`src/rtl/gcd_unit.sv`:
```
// -----------------------------------------------------------------------------
// gcd_unit
//   Iterative Euclid GCD engine. Accepts one {A,B} operand pair per request
//   over a val/rdy handshake, computes gcd(A,B) by repeated swap/subtract,
//   and returns the result as one response over a second val/rdy handshake.
//   Only one transaction is in flight at a time.
//
// Parameters
//   W         operand/result width (req_msg is 2*W bits)
//
// Ports
//   clk       in   1    clock, all state updates on rising edge
//   reset     in   1    asynchronous, active-high reset
//   req_val   in   1    request valid
//   req_rdy   out  1    request ready, high only while idle
//   req_msg   in   2*W  {A, B}, unsigned, A in the upper half
//   resp_val  out  1    response valid, high only while a result is held
//   resp_rdy  in   1    response ready from downstream
//   resp_msg  out  W    gcd(A,B); mirrors the A register in every state
// -----------------------------------------------------------------------------
module gcd_unit #(
  parameter int W = 16
) (
  input  logic           clk,
  input  logic           reset,
  input  logic           req_val,
  output logic           req_rdy,
  input  logic [2*W-1:0] req_msg,
  output logic           resp_val,
  input  logic           resp_rdy,
  output logic [W-1:0]   resp_msg
);

  typedef enum logic [1:0] {
    IDLE = 2'd0,
    CALC = 2'd1,
    DONE = 2'd2
  } state_t;

  state_t       state_r;
  state_t       state_s;
  logic [W-1:0] a_r;
  logic [W-1:0] b_r;
  logic [W-1:0] a_s;
  logic [W-1:0] b_s;
  logic         rdy_r;
  logic         val_r;

  // Next-state and datapath selection; one Euclid step per CALC cycle.
  always_comb begin
    state_s = state_r;
    a_s     = a_r;
    b_s     = b_r;
    case (state_r)
      IDLE: begin
        if (req_val && rdy_r) begin
          a_s     = req_msg[2*W-1:W];
          b_s     = req_msg[W-1:0];
          state_s = CALC;
        end else begin
          state_s = IDLE;
        end
      end
      CALC: begin
        if (a_r < b_r) begin
          // Keep A >= B so the subtract below can never underflow.
          a_s = b_r;
          b_s = a_r;
        end else if (b_r != {W{1'b0}}) begin
          a_s = a_r - b_r;
        end else begin
          // B reached zero: A now holds the result.
          state_s = DONE;
        end
      end
      DONE: begin
        if (val_r && resp_rdy) begin
          state_s = IDLE;
        end else begin
          state_s = DONE;
        end
      end
      default: begin
        state_s = IDLE;
      end
    endcase
  end

  // State and operand registers.
  always_ff @(posedge clk or posedge reset) begin
    if (reset) begin
      state_r <= IDLE;
      a_r     <= {W{1'b0}};
      b_r     <= {W{1'b0}};
    end else begin
      state_r <= state_s;
      a_r     <= a_s;
      b_r     <= b_s;
    end
  end

  // Handshake flags registered from the next state, so neither ready nor
  // valid has any combinational path from the opposite-side inputs.
  always_ff @(posedge clk or posedge reset) begin
    if (reset) begin
      rdy_r <= 1'b1;
      val_r <= 1'b0;
    end else begin
      rdy_r <= (state_s == IDLE);
      val_r <= (state_s == DONE);
    end
  end

  assign req_rdy  = rdy_r;
  assign resp_val = val_r;
  assign resp_msg = a_r;

endmodule
```
`config.mk`:
```
export PLATFORM = sky130hd
export DESIGN_NAME = gcd_unit
export DESIGN_NICKNAME = d
export VERILOG_FILES = /design/src/rtl/gcd_unit.sv
export SDC_FILE = /design/constraint.sdc
export NUM_CORES = 1
export LEC_CHECK = 0
export CORE_ASPECT_RATIO = 0.6
export CORE_MARGIN = 8
export CORE_UTILIZATION = 55
export CTS_BUF_LIST = sky130_fd_sc_hd__clkbuf_8
export DETAILED_ROUTE_END_ITERATION = 16
export PLACE_DENSITY_LB_ADDON = 0.25
export SYNTH_ARGS = -nofsm -noshare
export SYNTH_HDL_FRONTEND = slang
export SYNTH_SLANG_ARGS = --single-unit
export TNS_END_PERCENT = 1
```
`constraint.sdc`:
```
create_clock -name clk -period 6.44 [get_ports clk]
set_input_delay 1.288 -clock clk [delete_from_list [all_inputs] [get_ports clk]]
set_output_delay 1.288 -clock clk [all_outputs]
set_load 0.02 [all_outputs]
```
== Word-level counts from Yosys, hierarchy flattened ==
Cells that the tools add are included.

* Reduce and logical (&&, ||, !) cells: 8
* $add $sub $neg: 1
* Magnitude comparators: 1
* Muxes and demuxes: 12
* Eq/ne operators: 6

{| class="wikitable"
|+ Operators by type and width
! cell !! count
|-
| 2-to-1 mux 16 bit || 5
|-
| one-hot mux 16 bit (2 select lines) || 2
|-
| less-than comparator 16 bit || 1
|-
| nonzero test 16 bit || 1
|-
| subtractor 16 bit || 1
|-
| 2-to-1 mux 2 bit || 3
|-
| one-hot mux 2 bit (3 select lines) || 1
|-
| AND reduction 3 bit || 2
|-
| equality test 2 bit (second input constant) || 2
|-
| logical NOT 2 bit || 2
|-
| != test 2 bit (second input constant) || 2
|-
| != test 3 bit (second input constant) || 1
|-
| equality test 2 x 1 -> 1 bit (second input constant) || 1
|-
| logical AND 1 bit || 2
|-
| nonzero test 2 bit || 1
|-
| 2-to-1 mux 1 bit || 1
|}

* Word-level logic and storage cells: 33
* Register bits after elaboration: 36
* Input bits: 36

== Logic depth before layout (Yosys ltp) ==
Gate-level depths: netlist (run 1).

* Depth after elaboration: 5
* Depth in mapped cells: 11
* Depth with buffers taken out: 10

== Worst setup path after synthesis (run 1) ==
OpenSTA, ideal clock, no wires.

* Path type: register -> register
* Start point: register a_r[0], in the netlist resp_msg[0]
* End point: register a_r[7], in the netlist resp_msg[7]
* Library setup time: 83 ps
* Data arrival time: 2909 ps
* Path buffers: 0
* Cell stages (with the launch flop): 11
* Setup slack: 3448 ps
* Cells stage by stage: dfrtp_1 > inv_1 > ha_1 > fa_1 > nand2b_1 > a21oi_1 > o221a_4 > a21oi_4 > or4b_2 > a31o_2 > o21ai_0

* Cells in the longest elaborated chain, start to end: 4
* Elaborated cells between the ends (all ways): 7

{| class="wikitable"
|+ Ends and longest elaborated chain
! item !! line !! source
|-
| from (decl) || 42 || <nowiki>logic [W-1:0] a_r;</nowiki>
|-
| from (signal assigned) || 93 || <nowiki>a_r <= {W{1'b0}};</nowiki>
|-
| from (signal assigned) || 97 || <nowiki>a_r <= a_s;</nowiki>
|-
| subtractor 16 bit || 70 || <nowiki>a_s = a_r - b_r;</nowiki>
|-
| 2-to-1 mux 16 bit || 69 || <nowiki>end else if (b_r != {W{1'b0}}) begin</nowiki>
|-
| 2-to-1 mux 16 bit || 65 || <nowiki>if (a_r < b_r) begin</nowiki>
|-
| one-hot mux 16 bit (2 select lines) || 54 || <nowiki>case (state_r)</nowiki>
|}

Parallel ways exist; a longest one is shown, timed or not. The select of a mux whose other input is x is not followed.
A chain may end at the register's enable or synchronous reset.

== Worst setup path after layout (run 1) ==
* Start point: register a_r[0], in the netlist resp_msg[0]
* End point: register a_r[8], in the netlist resp_msg[8]

The elaborated chain is that of the path after synthesis.

==> summary.md, run 1 <==
| Metric | Value |
|---|---|
| Status | finished, final reports clean |
| Worst Path Buf+Inv | 3 |
| Gpl congestion | 0.962 |
| Worst reg2reg setup slack | 2830 ps |
| Critical Path Source | resp_msg[0] |
| Crit Path Category | reg -> reg |
| Total CTS buffers | 5 |
| DP HPWL | 6100 um |
| Port-buffer cells | 53 |
| HP Start | resp_msg[0] |
| CP endpoint kind | register |
| Routed Antenna Nets | 0 |
| Core Region | 4980 um^2 |
| WL/cell | 20.0 um |
| Cells after synthesis | 297 |
| Pin count of the biggest net entering global routing | 37 |
| Ys flop type | dfrtp_1 |
| Fin. Hold Viols | 0 |
| Number of global-route vias before repair | 2619 |
| Grt ovf | 0 |
| # rows | 20 |
| First-pass GRT wire length | 13800 um |
| CTS tree | built |
| Hold depth | 2 |
| Critical-path cell list | inv_1, ha_1, fa_1, nand2b_1, a21oi_1, o221a_4, a21oi_4, o41ai_4, buf_4, inv_2, mux2_2 |
| DR iter-0 viols | 141 |
| Die X-Extent | 108 um |
| Max Root-Sink Buffers | 2 |
| ANT cells | 0 |
| Fin nets | 403 |
| R2R depth | 11 |
| Cts hold-fix bufs | 0 |
| Clock Pin Slew Worst Setup and Hold Paths | 80 ps |
| Seq/Total Area, Yosys | 32.4% |
| Post-synth ARST share | 100% |
| Die extent in y | 71.1 um |
| Max incr delay on CP | 730 ps |
| Final min period | 3610 ps |
| CP Max Fanout | 15 |
| Post-synth top cells | dfrtp_1, mux2i_1, nor2_1 |
| Most frequent cell after synthesis | dfrtp_1 |
| Initial antenna violation count | 0 |
| HP Class | reg -> reg |
| Max cap viols | 0 |
| #FFs+latches synth | 36 |
| Arr. time, crit path | 3790 ps |
| R2R Path End | resp_msg[8] |
| Final setup viols | 0 |
| Final wirelength | 8340 um |
| Sink Count | 36 |
| Post-Syn Area per Cell | 9.38 um^2 |
| Fmax | 277 MHz |
| Vias per cell | 6.21 |
| Cell family with most CP delay | compound AO/OA/AOI/OAI gates |
| # DRC | 0 |
| Setup TNS | 0 ps |
| Clk Latency, worst-skew pair | 300 ps |
| Fin crit share | 56.1% |
| Clock root cell | clkbuf_8 |
| Syn_nets | 350 |
| All-Layer GR Usage | 22.6% |
| DRT Pass-1 Iters | 4 |
| PostCTS Resize Cnt | 0 |
| Post-CTS Setup Bufs | 0 |
| Ys Warns | 0 |
| Final Skew | 7.16 ps |
| Initial core utilization | 56.0% |
| CP max stage cell | o41ai_4 |
| Ranking of synthesized cells by area | dfrtp_1, mux2i_1, ha_1 |
| RSZ-0062 raised after global routing | no |
| Top cell type by total area after synthesis | dfrtp_1 |
| Final Max Tran Viols | 0 |
| Vias | 2588 |
| EDFF count, synth | 0 |
| Actual slew at the worst max-slew pin | 1120 ps |
| Netlist Area Pre-Place | 2790 um^2 |
| WP data required | 6620 ps |
| Hold worst-path end | resp_msg[0] |
| Reg2reg start | resp_msg[0] |
| Die Footprint | 7670 um^2 |
| Area growth syn-to-layout | 25.9% |
| H-Tree Depth | 2 |
| Share of cells above drive strength 1 | 10.8% |
| Number of I/O pins | 54 |
| Top cell type's share of synthesized area | 31.4% |
| Crit start category | register |
| Synth cell types | 58 |
| Max_slew headroom | 25.4% |
[per-layer routing]
layer	vias up	track usage, %	wire (um)
met2	110	32.3	3540
li1	1209	-	-
met1	1250	31.5	3910
met3	19	6.89	748
met5	-	0	0
met4	0	6.73	140
[sequential cells by signal, summed over array words and instances, names as in the netlist]
register and flops:
resp_val 1, resp_msg 16, b_r 16, state_r 2
req_rdy 1
[final cells by class]
cell class	instances	area, um^2
flip-flops and latches	36	902
repair buffers	58	568
clock buffers	5	68.8
multi-input cells	227	1710
clock inverters	3	90.1
well taps	66	82.6
fillers	428	1470
inverters	22	82.6
[tightest hold or removal path: stages, from the launching register on]
cell and delay [ps]:
dfrtp_1 380, nand2_1 60, o31ai_1 60
[kinds of logic (layout without fill, tap and decap cells)]
kind of cell,count (synthesis),after routing,synth area share (%)
and+or+nand+nor,80,80,14.4
adders and majority gates,17,17,7.90
muxes,37,37,13.5
buffers and inverters,34,88,6.11
DFF,36,36,32.4
AOI/OAI and AO/OA,89,89,24.4
xor gates and xnor gates,4,4,1.26
[stage by stage]
stage | cell area (um^2) | utilization, % | cells | hold WS [ps] | worst slack [ps]
floorplan | 2790 | - | 297 | 525 | 3450
global placement | 3350 | 67.3 | 409 | 485 | 3040
detailed placement | 3350 | 67.3 | 409 | 516 | 2920
CTS | 3510 | 70.5 | 417 | 537 | 2870
global route | 3510 | 70.5 | 417 | 550 | 2650
finish | 3510 | 70.5 | 417 | 539 | 2830
[layout by cell type (no fill, tap or decap), drive strengths merged, types with 11 or more instances in the layout]
cell	n
a21oi	20
clkdlybuf4s50	53
nor2	24
dfrtp	35
o31ai	11
nand2	18
mux2i	32
ha	16
o21ai	14
inv	22
[worst max path at each step]
stage | cells past startpoint | slack, ps | to
floorplan | 10 | 3450 | resp_msg[7]
global placement | 11 | 3040 | resp_msg[3]
detailed placement | 11 | 2920 | resp_msg[2]
CTS | 11 | 2870 | resp_msg[8]
global route | 11 | 2650 | resp_msg[8]
finish | 11 | 2830 | resp_msg[8]
Power of run 1 is not shown: default switching activity piles up to over one toggle a cycle in this logic, so the estimate is an artifact.
==> inputs of run 2 (changes only) <==
--- a/config.mk
+++ b/config.mk
@@ -7,7 +7,7 @@
 export LEC_CHECK = 0
 export CORE_ASPECT_RATIO = 0.6
 export CORE_MARGIN = 8
-export CORE_UTILIZATION = 55
+export CORE_UTILIZATION = 49
 export CTS_BUF_LIST = sky130_fd_sc_hd__clkbuf_8
 export DETAILED_ROUTE_END_ITERATION = 16
 export PLACE_DENSITY_LB_ADDON = 0.25
==> constraint.sdc (replaced) <==
create_clock -name clk -period 2.9 [get_ports clk]
set_input_delay 0.58 -clock clk [delete_from_list [all_inputs] [get_ports clk]]
set_output_delay 0.58 -clock clk [all_outputs]
set_load 0.02 [all_outputs]
==> run 2 against run 1 <==
Setup slack worse by 2700 ps. Die area is 9.9% higher. Hold slack better by 9.3 ps. Flip-flop and latch count stayed put. Sequential share of layout area is 1.1 points lower. Clock-buffer cell count stayed put. Clock skew is 3.3 ps lower. Highest routed layer unchanged. Via count is 1.4% lower. First-iteration DRC count is 33% higher.
==> summary.md, run 2 (synthesis gave the netlist of run 1 again) <==
| Metric | Value |
|---|---|
| All-Layer GR Usage | 20.3% |
| Critical-path cell list | ha_1, or4_4, o221a_4, buf_4, a2111o_1, and3_4, o311a_4, o31ai_4 |
| CP endpoint kind | register |
| WL/cell | 18.3 um |
| Worst reg2reg setup slack | 80 ps |
| Vias per cell | 5.73 |
| DP HPWL | 6180 um |
| Commonest non-fill, non-tap cell in the layout | clkdlybuf4s50_1 |
| H-Tree Depth | 2 |
| Initial core utilization | 50.3% |
| R2R Path End | resp_msg[14] |
| Grt ovf | 0 |
| Max cap viols | 0 |
| WP data required | 3110 ps |
| DR iter-0 viols | 187 |
| Total CTS buffers | 5 |
| Initial antenna violation count | 0 |
| Clk Latency, worst-skew pair | 290 ps |
| Commonest cells after routing, fill and taps aside | clkdlybuf4s50_1, dfrtp_1, mux2i_1 |
| Fin nets | 417 |
| R2R depth | 8 |
| Setup TNS | 0 ps |
| Max incr delay on CP | 540 ps |
| CP Max Fanout | 5 |
| Fmax | 354 MHz |
| Core Region | 5540 um^2 |
| Hold depth | 2 |
| Final wirelength | 8130 um |
| Cts hold-fix bufs | 0 |
| Port-buffer cells | 53 |
| Final setup viols | 0 |
| Status | finished, final reports clean |
| Fin crit share | 97.3% |
| HP Class | reg -> reg |
| # rows | 21 |
| Hold worst-path end | resp_msg[9] |
| Area growth syn-to-layout | 31.8% |
| Fin. Hold Viols | 0 |
| Final min period | 2820 ps |
| Clock root cell | clkbuf_8 |
| Final Max Tran Viols | 0 |
| Dpl cells | 435 |
| Number of global-route vias before repair | 2623 |
| Crit Path Category | reg -> reg |
| Number of I/O pins | 54 |
| Pin count of the biggest net entering global routing | 37 |
| Clock Pin Slew Worst Setup and Hold Paths | 80 ps |
| RSZ-0062 raised after global routing | no |
| Cell family with most CP delay | compound AO/OA/AOI/OAI gates |
| Gpl congestion | 0.897 |
| First-pass GRT wire length | 13500 um |
| Vias | 2552 |
| Crit start category | register |
| CP max stage cell | or4_4 |
| DRT Pass-1 Iters | 4 |
| Share of cells above drive strength 1 | 16.2% |
| ANT cells | 0 |
| Routed Antenna Nets | 0 |
| Max_slew headroom | 63.3% |
| Die X-Extent | 113 um |
| Final Skew | 3.91 ps |
| Worst Path Buf+Inv | 1 |
| Sink Count | 36 |
| Max Root-Sink Buffers | 2 |
| Final non-filler cell total | 445 |
| Die extent in y | 74.4 um |
| HP Start | resp_msg[9] |
| CTS tree | built |
| # DRC | 0 |
| Die Footprint | 8430 um^2 |
| Actual slew at the worst max-slew pin | 545 ps |
| Arr. time, crit path | 3030 ps |
| Reg2reg start | resp_msg[6] |
## run 2: cell types whose count changed in the layout (fill, tap and decap cells not counted), sizes merged
cell,delta
buf,+14
## run 2: worst max path at each step
stage                   endpoint          from  cells past startpoint
floorplan            resp_msg[7]   resp_msg[0]                     10
CTS                  resp_msg[7]   resp_msg[0]                     10
global placement     resp_msg[7]   resp_msg[0]                     10
global route        resp_msg[13]  resp_msg[11]                     10
detailed placement   resp_msg[7]   resp_msg[0]                     10
finish              resp_msg[14]   resp_msg[6]                      8
## run 2: timing repair
item / in CTS / in global routing
setup buffers: 0 / 2
setup endpoints to repair: 0 / 17
gates resized for setup: 0 / 8
## run 2: routing by layer
| layer | GRT usage [%] | vias up | part of all wire, % |
|---|---|---|---|
| met1 | 28.1 | 1216 | 48 |
| met4 | 2.64 | 0 | 0.27 |
| met2 | 30.4 | 90 | 43 |
| met5 | 0 | - | 0 |
| met3 | 7.05 | 4 | 9.3 |
| li1 | - | 1242 | - |
## run 2: area by class of cell
type	instances	area [um^2]
Sequential cell	36	903
Clock buffer	5	68.8
Tap cell	80	100
Clock inverter	3	90.1
Timing Repair Buffer	72	673
Inverter	22	82.6
Multi-Input combinational cell	227	1750
Fill cell	467	1870
## run 2: metrics by stage
step	hold slack (ps)	cell area, um^2	worst slack [ps]	util (%)
finish	548	3670	77.6	66.2
global route	584	3670	6.09	66.2
CTS	530	3620	9.84	65.3
detailed placement	509	3460	27.6	62.4
global placement	481	3460	87.9	62.4
floorplan	525	2790	39.1	-
## run 2: worst register-to-register path: cells and delay by family, from the launching register on
kind                     cells  cell delay, ps
AO/OA/AOI/OAI                4            1150
adder cells (fa/ha/maj)      1             280
buffers and inverters        1             150
flip-flops                   1             420
AND/OR/NAND/NOR              2             730
Power of run 2 is left out for the same reason.
